===== src/rtl/alu_share_arb.sv =====
// alu_share_arb: round-robin share of one ALU datapath between two requesters
// Ports: clk/rst (async, active-low); req0_*/req1_* operation valid/ready + func/a/b;
//        rsp0_*/rsp1_* result valid/ready + {f, overflow, cout, sum}; alu_func/alu_a/alu_b
//        to the ALU, alu_res back; gnt_cnt0/gnt_cnt1 grant counters.
// Macro ALU_SHARE_ARB_STATS_EN: saturating grant counters (otherwise tied to 0).
module alu_share_arb #(
  parameter int W = 4,
  parameter int ALU_LAT = 2,
  parameter int CNT_W = 8
) (
  input  logic             clk,
  input  logic             rst,
  input  logic             req0_valid,
  output logic             req0_ready,
  input  logic [2:0]       req0_func,
  input  logic [W-1:0]     req0_a,
  input  logic [W-1:0]     req0_b,
  input  logic             req1_valid,
  output logic             req1_ready,
  input  logic [2:0]       req1_func,
  input  logic [W-1:0]     req1_a,
  input  logic [W-1:0]     req1_b,
  output logic             rsp0_valid,
  input  logic             rsp0_ready,
  output logic [2*W+1:0]   rsp0_data,
  output logic             rsp1_valid,
  input  logic             rsp1_ready,
  output logic [2*W+1:0]   rsp1_data,
  output logic [2:0]       alu_func,
  output logic [W-1:0]     alu_a,
  output logic [W-1:0]     alu_b,
  input  logic [2*W+1:0]   alu_res,
  output logic [CNT_W-1:0] gnt_cnt0,
  output logic [CNT_W-1:0] gnt_cnt1
);
  typedef enum logic [1:0] {IDLE, WAIT, RESP} state_t;
  state_t     state_q;
  logic       last_q, owner_q, gnt1;
  logic [3:0] wait_q;
  // requester 1 wins when alone or when requester 0 was served last
  assign gnt1 = req1_valid && (!req0_valid || !last_q);
  // gated by rst so no ready is shown while reset is held
  assign req1_ready = rst && state_q == IDLE && gnt1;
  assign req0_ready = rst && state_q == IDLE && req0_valid && !gnt1;
  always_ff @(posedge clk or negedge rst) begin
    if (!rst) begin
      state_q    <= IDLE;
      last_q     <= 1'b1;
      owner_q    <= 1'b0;
      wait_q     <= '0;
      alu_func   <= '0;
      alu_a      <= '0;
      alu_b      <= '0;
      rsp0_data  <= '0;
      rsp1_data  <= '0;
      rsp0_valid <= 1'b0;
      rsp1_valid <= 1'b0;
    end else begin
      case (state_q)
        IDLE: if (req0_ready || req1_ready) begin
          alu_func <= req1_ready ? req1_func : req0_func;
          alu_a    <= req1_ready ? req1_a : req0_a;
          alu_b    <= req1_ready ? req1_b : req0_b;
          owner_q  <= req1_ready;
          last_q   <= req1_ready;
          wait_q   <= 4'(ALU_LAT);
          state_q  <= WAIT;
        end
        WAIT: if (wait_q == 4'd1) begin
          if (owner_q) begin
            rsp1_data  <= alu_res;
            rsp1_valid <= 1'b1;
          end else begin
            rsp0_data  <= alu_res;
            rsp0_valid <= 1'b1;
          end
          state_q <= RESP;
        end else begin
          wait_q <= wait_q - 4'd1;
        end
        RESP: if (owner_q ? rsp1_ready : rsp0_ready) begin
          rsp0_valid <= 1'b0;
          rsp1_valid <= 1'b0;
          state_q    <= IDLE;
        end
        default: state_q <= IDLE;
      endcase
    end
  end
`ifdef ALU_SHARE_ARB_STATS_EN
  always_ff @(posedge clk or negedge rst) begin
    if (!rst) begin
      gnt_cnt0 <= '0;
      gnt_cnt1 <= '0;
    end else begin
      if (req0_ready && !(&gnt_cnt0)) gnt_cnt0 <= gnt_cnt0 + CNT_W'(1);
      if (req1_ready && !(&gnt_cnt1)) gnt_cnt1 <= gnt_cnt1 + CNT_W'(1);
    end
  end
`else
  assign gnt_cnt0 = '0;
  assign gnt_cnt1 = '0;
`endif
endmodule


===== config.mk =====
export PLATFORM = sky130hd
export DESIGN_NAME = alu_share_arb
export DESIGN_NICKNAME = d
export VERILOG_FILES = /design/src/rtl/alu_share_arb.sv
export SDC_FILE = /design/constraint.sdc
export NUM_CORES = 1
export LEC_CHECK = 0
export ABC_CLOCK_PERIOD_IN_PS = 2800
export BUFFER_PORTS_ARGS = -buffer_cell sky130_fd_sc_hd__buf_2
export CAP_MARGIN = 20
export CELL_PAD_IN_SITES_DETAIL_PLACEMENT = 1
export CELL_PAD_IN_SITES_GLOBAL_PLACEMENT = 1
export CORE_MARGIN = 2
export CORE_UTILIZATION = 38
export CTS_BUF_LIST = sky130_fd_sc_hd__clkbuf_16
export CTS_CLUSTER_SIZE = 30
export DETAILED_ROUTE_END_ITERATION = 8
export PLACE_DENSITY_LB_ADDON = 0.1
export SKIP_CTS_REPAIR_TIMING = 1
export SYNTH_ARGS = -nofsm -noshare
export SYNTH_HDL_FRONTEND = slang
export SYNTH_SLANG_ARGS = --single-unit

===== constraint.sdc =====
create_clock -name clk -period 2.8 [get_ports clk]
set_clock_uncertainty 0.1 [all_clocks]
set_input_delay 0.14 -clock clk [delete_from_list [all_inputs] [get_ports clk]]
set_output_delay 0.14 -clock clk [all_outputs]
set_load 0.02 [all_outputs]

==> impl_results.md, run 1 <==
- CTS tree: yes
- DR vias: 1,632
- Final hold vios: 0
- Worst-Margin Slew: 0.529 ns
- CTS clk-pin slew, worst paths: 0.06 ns
- Hold WC Path Type: in -> reg
- Post-synthesis cell count: 180
- GRT Util Overall: 0.182
- Initial Utilization: 0.399
- H-Tree Depth: 2
- Pre-antenna DRT Iters: 4
- Sequential Power Share: 0.352
- Switching pwr: 0.00124 W
- Clock latency on the worst-skew pair: 0.28 ns
- Die X: 77.7 µm
- Worst vdd ir: 0.000411 V
- Most frequent cells in the layout: buf_2, dfrtp_1, mux2_4, nand3_1, conb_1
- Design area: 2620 µm²
- CP required: 2.56 ns
- Seq. cell area: 1030 µm²
- DR WL/cell: 16.0 µm
- Final ANT Viol Nets: 0
- Top cells by area, synth: dfrtp_1, mux2_4, buf_4, nand3_1, a31oi_1
- Leakage: 1.28 nW
- Area occupied by multi-input gates: 902 µm²
- Cell internal pwr: 0.00192 W
- Area post-placement: 2440 µm²
- Total Wirelength: 5230 µm
- Clk network pwr share: 0.206
- Initial antenna violation count: 0
- RSZ-0062 raised after global routing: false
- Detail Placement HPWL: 3780 µm
- Final Max Tran Viols: 0
- Nature of the critical path startpoint: input port
- Most common cell after layout, fill and taps aside: buf_2
- Avg Vias per Cell: 4.99
- Setup TNS: 0 ns
- DIE HEIGHT: 77.7 µm
- Die area: 6040 µm²
- Syn. warnings: 0
- Grt ovf: 0
- I/O Pins: 89
- Cell Area, Synth: 2070 µm²
- DRC: 0
- Relative slew slack: 0.646
- Area fraction of the dominant cell type after synthesis: 0.485
- Num CTS Buffers: 5
- 1st-iter DRT viols: 38
- CTS Sinks: 41
- Dominant cell type by area after synthesis: dfrtp_1
- Min Hold Slack: 0.00349 ns
- Max clock buf depth: 2
- GPL Wtd Cong: 0.721
- Max-Cap Viols: 0
- Vias in the first global route: 1,712
- CP Max Fanout: 15
- Layout fillers: 605
- Sequential-to-total area share from yosys stat: 0.497
- Switching share of power: 0.392
- Ant diodes: 0
- Tmin final: 2.14 ns
- Area delta synth->final: 27.0%
- Period utilization: 0.765
- Ratio of cells with drive above 1 in the final layout: 0.440
- Mean post-synth cell area: 11.5 µm²
- Crit end category: output port
- Seq cells post-synth: 41
- PortBufs: 72
- Largest net degree at the start of global routing: 37
- Root buf cell: clkbuf_16
- Final setup violation count: 0
- Site Rows: 26
- Global-route wire length before repair: 8780 µm
- Worst EP arrival: 1.90 ns
- Layout net count: 296
- Type of the worst setup path: in -> out
- Logic pwr share: 0.443
- Fmax: 0.467 GHz
- Yosys cell types: 36
- Pwr Density: 1200 nW/µm²
- Status: finished, final reports clean
- Core box area: 5170 µm²
==> synthesized netlist by cell type <==
master / instances
nand2_1: 2
nor2b_1: 2
o22ai_1: 1
buf_4: 16
mux2_2: 3
nor3b_1: 1
mux2_4: 18
o21ai_0: 12
nor3b_2: 1
nand3_1: 16
buf_2: 4
a21oi_1: 13
nor2_1: 5
a31oi_1: 12
nand4b_1: 1
buf_6: 2
a22o_1: 1
a21bo_2: 1
o211ai_1: 2
or3b_1: 1
o21a_1: 2
nor3_4: 1
or3b_4: 1
nor3_1: 1
inv_1: 4
conb_1: 1
nand2b_1: 1
nand3b_1: 3
dfstp_2: 1
dfrtp_1: 40
a21o_1: 1
clkbuf_1: 4
a21boi_0: 2
ha_1: 2
or2_2: 1
or2b_4: 1
==> cell families after synthesis <==
family / Yosys count / share of synthesized area
AOI/OAI and AO/OA: 47 / 0.134
DFF: 41 / 0.497
and+or+nand+nor: 38 / 0.114
buffers and inverters: 30 / 0.0933
muxes: 21 / 0.147
adders and majority gates: 2 / 0.0121
other: 1 / 0.00182
==> sequential cells by signal, summed over array words and instances (netlist names) <==
signal	flops
rsp0_valid	1
state_q	2
rsp1_valid	1
rsp1_data	10
last_q	1
rsp0_data	10
alu_b	4
wait_q	4
owner_q	1
alu_func	3
alu_a	4
==> metal layers <==
metal / global-route usage / part of all wire / up-vias
met3: 0.0337 / 0.059 / 11
met2: 0.299 / 0.48 / 66
met5: 0 / 0 / -
met1: 0.236 / 0.44 / 792
li1: - / - / 763
met4: 0.0714 / 0.020 / 0
==> power by group through the flow <==
stage | Sequential [W] | Combinational, W | Clock [W]
CTS | 0.00111 | 0.00141 | 0.000658
global placement | 0.00110 | 0.00137 | 0
floorplan | 0.00137 | 0.000693 | 0
detailed placement | 0.00111 | 0.00140 | 0
global route | 0.00115 | 0.00151 | 0.000690
finish | 0.00111 | 0.00140 | 0.000649
==> worst max-delay path, stage by stage <==
cell	delay, ns
dlygate4sd3_1	0.55
buf_2	0.22
or3b_1	0.59
nor2_1	0.21
buf_2	0.19
==> final timing paths <==
path                                  from           end  slack [ns]  cells after the start
worst max-delay path                   rst    req1_ready        0.66                      5
worst min-delay path            alu_res[9]  rsp1_data[9]       0.003                      2
worst max register to register   wait_q[1]  rsp0_data[9]        0.80                      6
worst min register to register  rsp0_valid    rsp0_valid        0.40                      1
max in group asynchronous              rst        last_q        1.71                      3
min in group asynchronous              rst    state_q[0]        0.17                      2
==> cell type report <==
cell class	count	area share
sequential	41	0.392
multi-input combinational	124	0.344
timing repair buffer	80	0.162
clock buffer	5	0.0477
tap	70	0.0334
clock inverter	3	0.0157
inverter	4	0.00572
==> metrics by stage <==
step | util | setup slack (ns) | std cells | total power, W
final | 0.507 | 0.659 | 327 | 0.00315
after global routing | 0.507 | 0.523 | 327 | 0.00335
after CTS | 0.503 | 0.758 | 325 | 0.00318
after detailed placement | 0.471 | 0.798 | 317 | 0.00251
after global placement | 0.471 | 0.843 | 317 | 0.00248
after floorplan | - | 0.942 | 195 | 0.00207
Power figures use the tool's default switching activity.
==> inputs of run 2 (changes only) <==
--- a/config.mk
+++ b/config.mk
@@ -5,13 +5,14 @@
 export SDC_FILE = /design/constraint.sdc
 export NUM_CORES = 1
 export LEC_CHECK = 0
-export ABC_CLOCK_PERIOD_IN_PS = 2800
+export ABC_AREA = 1
+export ABC_CLOCK_PERIOD_IN_PS = 2200
 export BUFFER_PORTS_ARGS = -buffer_cell sky130_fd_sc_hd__buf_2
 export CAP_MARGIN = 20
 export CELL_PAD_IN_SITES_DETAIL_PLACEMENT = 1
 export CELL_PAD_IN_SITES_GLOBAL_PLACEMENT = 1
 export CORE_MARGIN = 2
-export CORE_UTILIZATION = 38
+export CORE_UTILIZATION = 33
 export CTS_BUF_LIST = sky130_fd_sc_hd__clkbuf_16
 export CTS_CLUSTER_SIZE = 30
 export DETAILED_ROUTE_END_ITERATION = 8
==> constraint.sdc (replaced) <==
create_clock -name clk -period 2.2 [get_ports clk]
set_clock_uncertainty 0.1 [all_clocks]
set_input_delay 0.11 -clock clk [delete_from_list [all_inputs] [get_ports clk]]
set_output_delay 0.11 -clock clk [all_outputs]
set_load 0.02 [all_outputs]
==> impl_results.md, run 2 <==
- Period utilization: 0.847
- Final Max Tran Viols: 0
- DRC: 0
- Clk network pwr share: 0.242
- Final setup violation count: 0
- Asr flop ratio synth: 1.00
- Pwr Density: 1480 nW/µm²
- Most common cell after layout, fill and taps aside: nand2_1
- Layout net count: 373
- CTS Sinks: 41
- M2 GR Usage: 0.258
- Switching pwr: 0.00158 W
- RSZ-0062 raised after global routing: false
- Syn. warnings: 0
- Yosys cell types: 23
- Most common library cells after synthesis: nand2_1, dfrtp_1, inv_1, o21ai_1, buf_4
- Number of flops mapped to enable cells by yosys: 0
- PortBufs: 72
- Die area: 6930 µm²
- DIE HEIGHT: 83.2 µm
- Initial antenna violation count: 0
- Seq cells post-synth: 41
- Area delta synth->final: 26.9%
- Largest net degree at the start of global routing: 26
- Cell internal pwr: 0.00231 W
- Avg Vias per Cell: 4.32
- Area post-placement: 2410 µm²
- Min-delay src: alu_res[4]
- Mean post-synth cell area: 8.06 µm²
- Sequential-to-total area share from yosys stat: 0.496
- Design area: 2630 µm²
- Max-Cap Viols: 0
- Tmin final: 1.86 ns
- Num CTS Buffers: 5
- Violations in the final reports: hold timing
- Reg2reg setup slack: 0.46 ns
- H-Tree Depth: 2
- Final hold vios: 7
- Core box area: 5990 µm²
- Ant diodes: 0
- Type of the worst setup path: reg -> out
- Grt ovf: 0
- RR Startpoint: last_q
- Most used flip-flop cell after synthesis: dfrtp_1
- Worst reg2reg path depth: 7
- Leakage: 1.54 nW
- Vias in the first global route: 1,834
- Most frequent cells in the layout: nand2_1, buf_2, dfrtp_1, inv_1, o21ai_1
- 1st-iter DRT viols: 49
- Hold Path End: rsp1_data[4]
- Initial Utilization: 0.346
- Busiest grt layer: met2
- DR vias: 1,766
- Final ANT Viol Nets: 0
- Fmax: 0.537 GHz
- GPL Wtd Cong: 0.773
- Worst vdd ir: 0.000517 V
- GRT Util Overall: 0.152
- Dominant cell type by area after synthesis: dfrtp_1
- Pre-antenna DRT Iters: 4
- CTS tree: yes
- Max clock buf depth: 2
- Setup TNS: 0 ns
- DR WL/cell: 12.3 µm
- Area fraction of the dominant cell type after synthesis: 0.483
- Total Wirelength: 5020 µm
- Top cells by area, synth: dfrtp_1, nand2_1, inv_1, buf_4, o21ai_1
- Global-route wire length before repair: 8670 µm
- Status: finished, violations left
- Met3 Track Usage GR: 0.0378
- Logic pwr share: 0.413
- Worst EP arrival: 1.65 ns
- Root buf cell: clkbuf_16
- Switching share of power: 0.406
- Detail Placement HPWL: 3740 µm
- Post-synthesis cell count: 257
- CTS clk-pin slew, worst paths: 0.06 ns
- Sequential Power Share: 0.345
- Nature of the critical path startpoint: flop
- Crit end category: output port
- Ratio of cells with drive above 1 in the final layout: 0.290
- Biggest regs: rsp0_data: 10 flops, rsp1_data: 10 flops
- Min Hold Slack: -0.00339 ns
- GR Util met1: 0.194
- Layout fillers: 753
- Hold WC Path Type: in -> reg
- Clock latency on the worst-skew pair: 0.28 ns
- Hold path depth: 3
- Site Rows: 28
- Die X: 83.2 µm
- Most common cell in the synthesized netlist: nand2_1
- CP required: 1.99 ns
- CP Max Fanout: 11
- I/O Pins: 89
- Crit Reg-Reg Endpoint: wait_q[0]
- Cell Area, Synth: 2070 µm²
run 2: layout make-up:
class	count	area, µm²	area share
clock inverters	3	65.1	0.0248
well taps	75	93.8	0.0357
multi-input cells	166	751	0.286
clock buffers	5	125	0.0476
repair buffers	78	413	0.157
inverters	41	154	0.0585
flip-flops and latches	41	1030	0.391
run 2: how the worst max path moves through the flow:
stage / to / start / slack (ns)
final: req1_ready / state_q[1] / 0.34
after detailed placement: wait_q[2] / last_q / 0.48
after CTS: req1_ready / state_q[1] / 0.30
after global routing: req1_ready / state_q[1] / 0.18
after floorplan: owner_q / state_q[1] / 0.72
after global placement: wait_q[2] / last_q / 0.53
run 2: metrics by stage:
step | util | setup slack [ns] | instances | power (W) | hold slack (ns)
after global routing | 0.439 | 0.185 | 409 | 0.00424 | 0.00408
after detailed placement | 0.402 | 0.485 | 398 | 0.00298 | -0.138
after global placement | 0.402 | 0.530 | 398 | 0.00294 | -0.134
final | 0.439 | 0.338 | 409 | 0.00390 | -0.00339
after floorplan | - | 0.722 | 272 | 0.00247 | -0.286
after CTS | 0.434 | 0.301 | 406 | 0.00395 | -0.437
run 2: worst max-delay path, stage by stage, from the launching register on:
cell and delay (ns):
dfrtp_1 0.44, nor2_1 0.20, nand2_2 0.10, nor2_2 0.37, buf_2 0.25
run 2: routing by layer:
layer  part of all wire  up-vias
li1                   -      905
met1               0.45      798
met2               0.48       56
met3              0.061        7
met4              0.010        0
met5                  0        -
run 2: power groups by stage:
stage | sequential (W) | clock (W) | combinational, W
2_1_floorplan | 0.00170 | 0 | 0.000770
3_3_place_gp | 0.00135 | 0 | 0.00158
3_5_place_dp | 0.00136 | 0 | 0.00162
4_1_cts | 0.00135 | 0.000966 | 0.00164
5_1_grt | 0.00141 | 0.000999 | 0.00183
6_report | 0.00135 | 0.000941 | 0.00161
run 2: logic make-up after synthesis:
family | count (synthesis) | synth area share
AND/OR/NAND/NOR | 118 | 0.242
flip-flops | 41 | 0.496
buffers and inverters | 65 | 0.169
other | 1 | 0.00181
AO/OA/AOI/OAI | 30 | 0.0791
adder cells (fa/ha/maj) | 2 | 0.0121
==> inputs of run 3 (changes only) <==
--- a/config.mk
+++ b/config.mk
@@ -5,14 +5,14 @@
 export SDC_FILE = /design/constraint.sdc
 export NUM_CORES = 1
 export LEC_CHECK = 0
-export ABC_AREA = 1
-export ABC_CLOCK_PERIOD_IN_PS = 2200
+export ABC_AREA = 0
+export ABC_CLOCK_PERIOD_IN_PS = 1700
 export BUFFER_PORTS_ARGS = -buffer_cell sky130_fd_sc_hd__buf_2
 export CAP_MARGIN = 20
 export CELL_PAD_IN_SITES_DETAIL_PLACEMENT = 1
 export CELL_PAD_IN_SITES_GLOBAL_PLACEMENT = 1
 export CORE_MARGIN = 2
-export CORE_UTILIZATION = 33
+export CORE_UTILIZATION = 32
 export CTS_BUF_LIST = sky130_fd_sc_hd__clkbuf_16
 export CTS_CLUSTER_SIZE = 30
 export DETAILED_ROUTE_END_ITERATION = 8
==> constraint.sdc (replaced) <==
create_clock -name clk -period 1.7 [get_ports clk]
set_clock_uncertainty 0.1 [all_clocks]
set_input_delay 0.085 -clock clk [delete_from_list [all_inputs] [get_ports clk]]
set_output_delay 0.085 -clock clk [all_outputs]
set_load 0.02 [all_outputs]
==> impl_results.md, run 3 (same netlist as run 1, synthesis figures left out) <==
- DR WL/cell: 16.1 µm
- H-Tree Depth: 2
- Type of the worst setup path: reg -> reg
- Max-Cap Viols: 0
- Most frequent cells in the layout: buf_2, dfrtp_1, dlygate4sd3_1, buf_4, mux2_4
- Design area: 3150 µm²
- Pre-antenna DRT Iters: 3
- Min Hold Slack: -0.0330 ns
- Largest net degree at the start of global routing: 36
- Leakage: 1.51 nW
- Pwr Density: 1770 nW/µm²
- PortBufs: 72
- Worst slack, placed: -0.222 ns
- Layout net count: 342
- Max stage delay on crit path: 0.39 ns
- Area delta synth->final: 52.6%
- Final Max Tran Viols: 0
- Buf/Inv on CP: 2
- Die X: 84.3 µm
- Vias in the first global route: 1,771
- Nature of the critical path startpoint: flop
- Clock latency on the worst-skew pair: 0.28 ns
- CP max stage cell: or3b_4
- CTS tree: yes
- Hold WC Path Type: in -> reg
- Initial Utilization: 0.327
- Root buf cell: clkbuf_16
- Ant diodes: 0
- Final setup violation count: 22
- Crit end category: flop
- Grt ovf: 0
- Largest delay share family, worst path: simple AND/OR/NAND/NOR gates
- Avg Vias per Cell: 4.76
- Site Rows: 29
- Status: finished, violations left
- Ratio of cells with drive above 1 in the final layout: 0.482
- Final hold vios: 6
- GPL Wtd Cong: 0.656
- Fmax: 0.519 GHz
- DIE HEIGHT: 84.3 µm
- Most common cell after layout, fill and taps aside: buf_2
- Critical path, cell by cell: inv_2 -> ha_4 -> or3b_4 -> nor3_4 -> clkbuf_16 -> mux2_4
- Violations in the final reports: hold timing, setup timing
- Core box area: 6310 µm²
- CTS clk-pin slew, worst paths: 0.06 ns
- Final ANT Viol Nets: 0
- DRC: 0
- Total Wirelength: 6120 µm
- 1st-iter DRT viols: 55
- Worst vdd ir: 0.000909 V
- Layout fillers: 710
- CP Max Fanout: 5
- Tmin final: 1.93 ns
- GRT Util Overall: 0.161
- Period utilization: 1.13
- Num CTS Buffers: 5
- I/O Pins: 89
- Area post-placement: 2590 µm²
- Global-route wire length before repair: 9230 µm
- Die area: 7110 µm²
- CP required: 1.77 ns
- Initial antenna violation count: 0
- DR vias: 1,810
- Biggest regs: rsp0_data: 10 flops, rsp1_data: 10 flops
- Max clock buf depth: 2
- Worst EP arrival: 2.00 ns
- Detail Placement HPWL: 4030 µm
- RSZ-0062 raised after global routing: true
- CTS Sinks: 41
- Setup ws final: -0.229 ns
run 3: worst paths after layout:
check,startpoint,end,slack [ns],cells past startpoint
setup / recovery,wait_q[1],rsp0_data[4],-0.23,6
hold / removal,req1_a[3],alu_a[3],-0.03,3
setup reg to reg,wait_q[1],rsp0_data[4],-0.23,6
hold reg to reg,rsp0_valid,rsp0_valid,0.39,1
max in group asynchronous,rst,alu_b[0],0.78,3
min in group asynchronous,rst,state_q[1],0.24,3
run 3: worst min-delay path, stage by stage:
cell	delay, ns
buf_2	0.10
nand3_1	0.05
a31oi_1	0.07
run 3: power by group:
group	total (W)	internal, W	switching [W]
clock network	0.000911	0.000533	0.000378
logic	0.00287	0.00139	0.00148
registers	0.00180	0.00148	0.000320
run 3: layout make-up:
type,count,area [µm²],area share
Clock buffer,5,125,0.0397
Clock inverter,3,13.8,0.00437
Inverter,4,15.0,0.00476
Multi-Input combinational cell,124,961,0.305
Sequential cell,41,1030,0.327
Tap cell,77,96.3,0.0306
Timing Repair Buffer,126,912,0.289
run 3: per-stage QoR:
step	setup TNS, ns	std cells	util	total power, W
3_5_place_dp	-2.63	338	0.411	0.00439
4_1_cts	-3.34	346	0.433	0.00533
6_report	-2.56	380	0.499	0.00558
2_1_floorplan	-1.42	195	-	0.00341
5_1_grt	-4.71	380	0.499	0.00595
3_3_place_gp	-1.10	338	0.411	0.00433
run 3: metal layers:
layer  track usage  up-vias  part of all wire
li1              -      858                 -
met1         0.221      888              0.44
met2         0.255       57              0.50
met3        0.0433        7             0.051
met4        0.0390        0            0.0088
met5             0        -                 0
